**src/rtl/fetch_bpred_unit.sv**
```systemverilog
// ============================================================================
// Module      : fetch_bpred_unit
// Description : Instruction fetcher with a 2-bit saturating-counter BHT; checks
//               each conditional-branch prediction one cycle later and repairs
//               the PC on mispredict. Optional stats: FETCH_BPRED_STATS_EN.
// Revision    : 1.0 - initial release
// ============================================================================
`timescale 1ns/1ps
`default_nettype none

module fetch_bpred_unit #(
    parameter int         XLEN        = 32,
    parameter int         BHT_ENTRIES = 64,
    parameter logic [1:0] BHT_INIT    = 2'b10
) (
    input  logic            clk_i,
    input  logic            reset_i,
    input  logic [XLEN-1:0] init_pc_i,
    output logic [XLEN-1:0] imem_addr_o,
    output logic [XLEN-1:0] pc_o,
    output logic            prediction_is_invalid_o,
    input  logic            sig_decoder_is_branch_i,
    input  logic            sig_decoder_bcond_i,
    input  logic            sig_decoder_base_gpr_i,
    input  logic [XLEN-1:0] gpr_i,
    input  logic [XLEN-1:0] imm_i,
    input  logic            sig_executor_bcond_taken_i,
`ifdef FETCH_BPRED_STATS_EN
    output logic [31:0]     stat_branches_o,
    output logic [31:0]     stat_mispredicts_o,
`endif
    input  logic            sig_decoder_blocked_i
);

    localparam int c_IDX_W = (BHT_ENTRIES > 1) ? $clog2(BHT_ENTRIES) : 1;

    logic [XLEN-1:0]    pc_q, pc_d;
    logic               pend_valid_q, pend_valid_d;
    logic               pend_taken_q, pend_taken_d;
    logic [c_IDX_W-1:0] pend_idx_q, pend_idx_d;
    logic [XLEN-1:0]    pend_tgt_br_q, pend_tgt_br_d;
    logic [XLEN-1:0]    pend_tgt_def_q, pend_tgt_def_d;
    logic [1:0]         bht_q [BHT_ENTRIES];

    logic [XLEN-1:0]    w_pc_m4;
    logic [XLEN-1:0]    w_tgt_br;
    logic [XLEN-1:0]    w_tgt_def;
    logic [c_IDX_W-1:0] w_idx;
    logic               w_pred_taken;
    logic               w_mispredict;
    logic               w_update;

    function automatic logic [1:0] f_sat(input logic [1:0] cnt, input logic up);
        logic [1:0] res;
        res = cnt;
        if (up && cnt != 2'b11) begin
            res = cnt + 2'b01;
        end else if (!up && cnt != 2'b00) begin
            res = cnt - 2'b01;
        end
        return res;
    endfunction

    // The decoder is one instruction behind fetch, so its branch lives at pc-4.
    assign w_pc_m4      = pc_q - XLEN'(4);
    assign w_tgt_br     = (sig_decoder_base_gpr_i ? gpr_i : w_pc_m4) + imm_i;
    assign w_tgt_def    = pc_q + XLEN'(4);
    assign w_idx        = w_pc_m4[c_IDX_W+1:2];
    assign w_pred_taken = bht_q[w_idx][1];
    assign w_mispredict = pend_valid_q && (pend_taken_q != sig_executor_bcond_taken_i);
    assign w_update     = !sig_decoder_blocked_i && pend_valid_q;

    assign pc_o                    = pc_q;
    assign imem_addr_o             = pc_q;
    assign prediction_is_invalid_o = w_mispredict;

    always_comb begin
        pc_d           = w_tgt_def;
        pend_valid_d   = sig_decoder_bcond_i && !w_mispredict;
        pend_taken_d   = w_pred_taken;
        pend_idx_d     = w_idx;
        pend_tgt_br_d  = w_tgt_br;
        pend_tgt_def_d = w_tgt_def;
        if (w_mispredict) begin
            // Wrong-path decode is squashed: only the repair target matters.
            pc_d = sig_executor_bcond_taken_i ? pend_tgt_br_q : pend_tgt_def_q;
        end else if (sig_decoder_is_branch_i && sig_decoder_bcond_i) begin
            pc_d = w_pred_taken ? w_tgt_br : w_tgt_def;
        end else if (sig_decoder_is_branch_i) begin
            pc_d = w_tgt_br;
        end
    end

    always_ff @(posedge clk_i) begin
        if (!reset_i) begin
            pc_q           <= init_pc_i;
            pend_valid_q   <= 1'b0;
            pend_taken_q   <= 1'b0;
            pend_idx_q     <= '0;
            pend_tgt_br_q  <= '0;
            pend_tgt_def_q <= '0;
        end else if (!sig_decoder_blocked_i) begin
            pc_q           <= pc_d;
            pend_valid_q   <= pend_valid_d;
            pend_taken_q   <= pend_taken_d;
            pend_idx_q     <= pend_idx_d;
            pend_tgt_br_q  <= pend_tgt_br_d;
            pend_tgt_def_q <= pend_tgt_def_d;
        end
    end

    // Lookup reads the pre-update counter even when it aliases the update.
    always_ff @(posedge clk_i) begin
        if (!reset_i) begin
            for (int i = 0; i < BHT_ENTRIES; i++) begin
                bht_q[i] <= BHT_INIT;
            end
        end else if (w_update) begin
            bht_q[pend_idx_q] <= f_sat(bht_q[pend_idx_q], sig_executor_bcond_taken_i);
        end
    end

`ifdef FETCH_BPRED_STATS_EN
    logic [31:0] stat_br_q;
    logic [31:0] stat_mis_q;

    always_ff @(posedge clk_i) begin
        if (!reset_i) begin
            stat_br_q  <= '0;
            stat_mis_q <= '0;
        end else if (w_update) begin
            if (stat_br_q != 32'hFFFF_FFFF) begin
                stat_br_q <= stat_br_q + 32'd1;
            end
            if (w_mispredict && stat_mis_q != 32'hFFFF_FFFF) begin
                stat_mis_q <= stat_mis_q + 32'd1;
            end
        end
    end

    assign stat_branches_o    = stat_br_q;
    assign stat_mispredicts_o = stat_mis_q;

`ifndef SYNTHESIS
    always @(posedge clk_i) begin
        if (reset_i && w_update && w_mispredict) begin
            $display("fetch_bpred_unit: mispredict, branches=%0d mispredicts=%0d",
                     stat_br_q, stat_mis_q);
        end
    end
`endif
`endif

endmodule

`default_nettype wire
```
**config.mk**
```make
export PLATFORM = sky130hd
export DESIGN_NAME = fetch_bpred_unit
export DESIGN_NICKNAME = d
export VERILOG_FILES = /design/src/rtl/fetch_bpred_unit.sv
export SDC_FILE = /design/constraint.sdc
export NUM_CORES = 1
export LEC_CHECK = 0
export ABC_CLOCK_PERIOD_IN_PS = 5500
export CAP_MARGIN = 20
export CORE_ASPECT_RATIO = 0.75
export CORE_MARGIN = 4
export CORE_UTILIZATION = 40
export DETAILED_ROUTE_END_ITERATION = 8
export GPL_ROUTABILITY_DRIVEN = 1
export GPL_TIMING_DRIVEN = 0
export PLACE_DENSITY = 0.56
export SYNTH_ARGS = -nofsm -noshare
export SYNTH_HDL_FRONTEND = slang
export SYNTH_SLANG_ARGS = --single-unit
```
**constraint.sdc**
```tcl
create_clock -name clk_i -period 5.5 [get_ports clk_i]
set_input_delay 1.65 -clock clk_i [delete_from_list [all_inputs] [get_ports clk_i]]
set_output_delay 1.65 -clock clk_i [all_outputs]
set_load 0.01 [all_outputs]
```
# After elaboration in Yosys (flattened, before gate mapping)
# Memories as Yosys holds them, arrays and structs flattened. A register that Yosys moved wholly into a read port is not among the register bits.
# Index checks and enable logic that the tools add are counted.
# Widths: inputs -> output; s select.
dict set report totals {
  ff_bits 104
  ramBits 128
  in_bits 103
  output_inout_bits 65
  wordCells 47
  mem_count 1
}
# memory depth word_bits rd rd_ports_with_merged_regs write_ports line_no
set mem_list {}
lappend mem_list {bht_q 64 2 2 1 64 43} ;# logic [1:0] bht_q [BHT_ENTRIES];
dict set report op_classes {
  n_addsub 5
  eq_ne 3
  n_mux 21
  reduce_logical 11
}
# cell count
set ops {}
lappend ops {{$mux 32} 8}
lappend ops {{$add 32x3->32 const B} 1}
lappend ops {{$add 32x32->32} 1}
lappend ops {{$sub 32x3->32 const B} 1}
lappend ops {{$mux 6} 3}
lappend ops {{$mux 2} 5}
lappend ops {{$logic_and 1x1->1} 6}
lappend ops {{$mux 1} 5}
lappend ops {{$ne 2x2->1 const B} 2}
lappend ops {{$logic_not 1->1} 3}
lappend ops {{$add 2x1->2 const B} 1}
lappend ops {{$reduce_bool 2->1} 1}
lappend ops {{$reduce_or 2->1} 1}
lappend ops {{$sub 2x1->2 const B} 1}
lappend ops {{$ne 1x1->1} 1}

# Depth between registers and ports, before layout
dict set report logic_depth {
  word_depth 8
  depth_mapped 21
  ltp_nobuf 19
}

# Worst setup path before layout
# OpenSTA, ideal clock, no wires.
dict set report synth_path {
  path_type {input to register}
  start {in sig_decoder_base_gpr_i}
  end {reg pc_q[28] (netlist: imem_addr_o[28]), data pin}
  setup_ns 0.278
  arrival_time_ns 4.723
  t_required_ns 5.222
  path_slack_ns 0.500
  stages 13
  path_buffers 1
  path_cell_list {buf_1 mux2_2 ha_1 fa_1 a211oi_1 nor2_1 o21ai_0 o21bai_1 a31oi_1 o21ai_0 a221oi_1 xor2_1 o311ai_0}
}
dict set report synth_via {
  elab_chain_len 7
  elab_cells_between_ends 8
  classes_between {add/sub (1); mux (7)}
}
# element line_no
set synth_rtl {}
lappend synth_rtl {{from (decl)} 24} ;# input logic sig_decoder_base_gpr_i,
lappend synth_rtl {{$mux 32 *} 66} ;# assign w_tgt_br = (sig_decoder_base_gpr_i ? gpr_i : w_pc_m4) + imm_i;
lappend synth_rtl {{$add 32x32->32 *} 66}
lappend synth_rtl {{$mux 32 (on tied branches)} {89, 88}}
lappend synth_rtl {{$mux 32 *} 87} ;# end else if (sig_decoder_is_branch_i && sig_decoder_bcond_i) begin
lappend synth_rtl {{$mux 32 *} 84} ;# if (w_mispredict) begin
lappend synth_rtl {{$mux 32 *} 102} ;# end else if (!sig_decoder_blocked_i) begin
lappend synth_rtl {{$mux 32 *} 95} ;# if (!reset_i) begin
lappend synth_rtl {{to (signal assigned)} 96} ;# pc_q <= init_pc_i;
lappend synth_rtl {{to (signal assigned)} 103} ;# pc_q <= pc_d;
lappend synth_rtl {{to (decl)} 37} ;# logic [XLEN-1:0] pc_q, pc_d;
# Mark *: on every way between the ends. The rest lies on a longest branch, timed or not. The select of a mux whose other input is x is not followed.
# A chain may end at the register's enable or synchronous reset.

# Final worst setup path
# Same ends and word-level chain as after synthesis.

==> metrics <==
post-route setup TNS=0 ps; row count=61; GRT Total Usage=0.268; DRT antenna net count=0; Comb pwr share=0.327; Max Freq=183 MHz; Post-CTS Hold Buffers=0; Final Critical Period=5460 ps; share of the synthesized area in the top cell type=0.313; # port buffers=~160; vias per cell=just under 6; Worst VDD drop=0.222 mV; initial drt markers=1604; hold crit path type=flip-flop to flip-flop; cells along the critical path=clkdlybuf4s50_1 -> buf_6 -> mux2_2 -> ha_1 -> fa_1 -> a211oi_2 -> nor2_1 -> o21ai_2 -> o21bai_2 -> a31oi_4 -> o21ai_1 -> a221oi_1 -> xor2_1 -> buf_4 -> o311ai_0; register bit total from synthesis=237; WP buf/inv=3; register share of total power=0.359; non-filler instance count after layout=2295; placed cell area=between 15000 and 20000 µm²; htree depth=1; drt total wl=approximately 57000 µm; clock sinks=around 240; n_diodes=0; Worst Skew=between 20 and 25 ps; worst stage delay on the critical path=about 540 ps; die area=~42000 µm²; Clock Power Share=0.314; vias in the first global route=12.8k; clock network latency to the later pin of the worst-skew pair=560 ps; kind of cell adding the most delay to the critical path=compound AO/OA/AOI/OAI gates; CP startpoint kind=input pin; Final Cycle Share=0.994; routed len/inst=24.9 µm; max-slew violations=0; P_leak=around 0.0065 µW; DR pass1 iterations=6; first-pass GRT wire length=~83000 µm; CTS Buffer Depth=3; Worst-path clk slew=roughly 70 ps; Gate Count Post-Synth=approximately 1.6k; Slew @ Worst Pin=approximately 1100 ps; Area Growth Syn to Fin=21.8%; Post-synth EDFFs=160; IO Count=~170; Worst Setup Path Type=input pin to flip-flop; Crit. End Element=flip-flop; power per cell area=323 nW/µm²; synth warn=0; top_reg_cell synth=edfxtp_1; switching power=just over 2000 µW; layout cells sized above 1=0.127; Max-Cap Viols=0; Fillers=3541; Slew headroom=0.251; design area=approximately 19000 µm²; routed vias=13.5k; Seq/Total Area, Yosys=0.413; largest net degree at the start of global routing=23; worst endpoint required time=~5800 ps; Avg Synthesized Cell Area=between 9 and 10 µm²; Die Wd=around 230 µm; largest area contributor in the netlist=edfxtp_1; Int Pwr=3960 µW; Cells after DPL=~2.2k; hpwl dp=between 40000 and 50000 µm; initial antenna violation count=2; cts bufs inserted=27; setup violators final=0; run status=completed; Post-Syn Area=approximately 15000 µm²; total gr overflow=0; Root Driver=clkbuf_16; worst-path fanout max=10; asr flop ratio synth=0; Die Height=178 µm; Final Wtd Congestion=about 0.96; DR DRC count=0; Fin. Hold Viols=0; Synth area leaders=edfxtp_1 31%, dfxtp_1 10%, mux4_2 8.8%, mux2i_1 5.6%, nand2_1 5.2%; sw frac=0.343; CP arrival=between 5000 and 6000 ps; Crit-path slowest cell=clkdlybuf4s50_1; Core ar.=between 30000 and 40000 µm²; Mapped Nets=1720; synth unique cells=62; Final nets=1916; CTS tree=done; Starting Density=0.410
-- final timing paths --
| check | slack [ps] | start | cells past startpoint | end |
|---|---|---|---|---|
| max | 40 | sig_decoder_base_gpr_i | 15 | imem_addr_o[28] |
| min reg2reg | 470 | pend_tgt_def_q[7] | 2 | pend_tgt_def_q[7] |
| min | 470 | pend_tgt_def_q[7] | 2 | pend_tgt_def_q[7] |
| max reg2reg | 220 | imem_addr_o[2] | 19 | imem_addr_o[31] |
-- stage by stage --
step	worst slack [ps]	utilization	power [µW]	hold slack (ps)
floorplan	500	-	3350	447
global placement	-1740	0.470	4080	460
detailed placement	-1700	0.471	4090	464
CTS	1.94	0.496	5970	475
global route	-7.26	0.499	6260	495
finish	35.5	0.499	6030	473
-- worst reg2reg max path: stages, from the launching register on --
cell and delay, ps:
edfxtp_1 480, buf_2 270, inv_1 140, ha_1 290, nand2_1 120, or2_2 290, clkbuf_1 220, or3_4 420
nor3_2 210, xnor2_1 140, o21ai_0 130, ha_1 410, nand2_1 170, a2111o_1 430, a41oi_4 290, nor3_1 130
o31ai_2 310, o41ai_1 140, xnor2_1 300, a21oi_1 120
-- cell type report --
class,instances,area (µm²),share of cell area
tap,504,631,0.0337
clock buffer,33,749,0.0401
timing repair buffer,170,1700,0.0909
multi-input combinational,1150,8200,0.438
buffer,167,850,0.0454
clock inverter,15,155,0.00830
sequential,237,6350,0.339
inverter,19,71.3,0.00381
-- routing by layer --
layer,global-route usage,part of all wire,up-vias
met5,0,0.00051,-
li1,-,-,6034
met2,0.359,0.40,716
met4,0.0497,0.020,4
met3,0.0868,0.12,78
met1,0.419,0.46,6620
-- state kept, by name (all words and copies together) (netlist names), named ones only --
signal,cells
bht_q,128
imem_addr_o,32
pend_tgt_br_q,32
pend_tgt_def_q,31
pend_idx_q,6
pend_taken_q,1
pend_valid_q,1
-- cells in the mapped netlist (3+ instances only) --
| master | instances |
|---|---|
| nand2_1 | 212 |
| edfxtp_1 | 160 |
| o21ai_0 | 147 |
| nor2_1 | 130 |
| clkbuf_1 | 97 |
| mux2i_1 | 86 |
| nor3_1 | 81 |
| dfxtp_1 | 77 |
| mux4_2 | 60 |
| xnor2_1 | 52 |
| buf_4 | 42 |
| ha_1 | 40 |
| a21oi_1 | 38 |
| nand3_1 | 30 |
| xor2_1 | 30 |
| and2_1 | 28 |
| a21boi_0 | 24 |
| mux2_2 | 22 |
| a21o_1 | 18 |
| inv_1 | 18 |
| nor2b_1 | 16 |
| buf_2 | 14 |
| buf_1 | 13 |
| o211a_1 | 13 |
| nand4_1 | 12 |
| and3_1 | 11 |
| o21ai_1 | 10 |
| nand2b_1 | 8 |
| a211oi_1 | 6 |
| a31oi_1 | 6 |
| nor4_1 | 6 |
| o21a_1 | 6 |
| o221ai_1 | 6 |
| o21bai_1 | 5 |
| or3_1 | 5 |
| and4_1 | 4 |
| buf_6 | 4 |
| nand3b_1 | 4 |
| or4_1 | 3 |
| or4_4 | 3 |
-- layout by cell type, fill, tap and decap left out, types with 39 or more instances in the layout --
cell,netlist,layout
nor2_1,130,130
dfxtp_1,77,77
clkdlybuf4s50_1,0,164
clkbuf_1,97,92
nand2_1,212,211
buf_4,42,47
mux4_2,60,60
edfxtp_1,160,160
ha_1,40,39
o21ai_0,147,143
nor3_1,81,80
mux2i_1,86,86
xnor2_1,52,52
-- power by group through the flow --
stage | sequential [µW] | clock (µW) | combinational [µW]
2_1_floorplan | 2180 | 0 | 1170
3_3_place_gp | 2200 | 0 | 1880
3_5_place_dp | 2210 | 0 | 1890
4_1_cts | 2170 | 1900 | 1910
5_1_grt | 2190 | 1970 | 2100
6_report | 2170 | 1890 | 1970
-- repair_timing --
item | in CTS | in global routing
cloned | 0 | 0
resized for setup | 17 | 19
endpoints found under the setup margin | 29 | 10
pin swaps | 3 | 3
buffers inserted | 2 | 3
-- cell families after synthesis --
kind of cell               share of synthesized area
and+or+nand+nor                                0.167
AOI/OAI and AO/OA                              0.116
DFF                                            0.413
buffers and inverters                         0.0596
muxes                                          0.161
xor gates and xnor gates                      0.0489
adders and majority gates                     0.0339
Note: power is estimated with default switching activity, not from simulation.
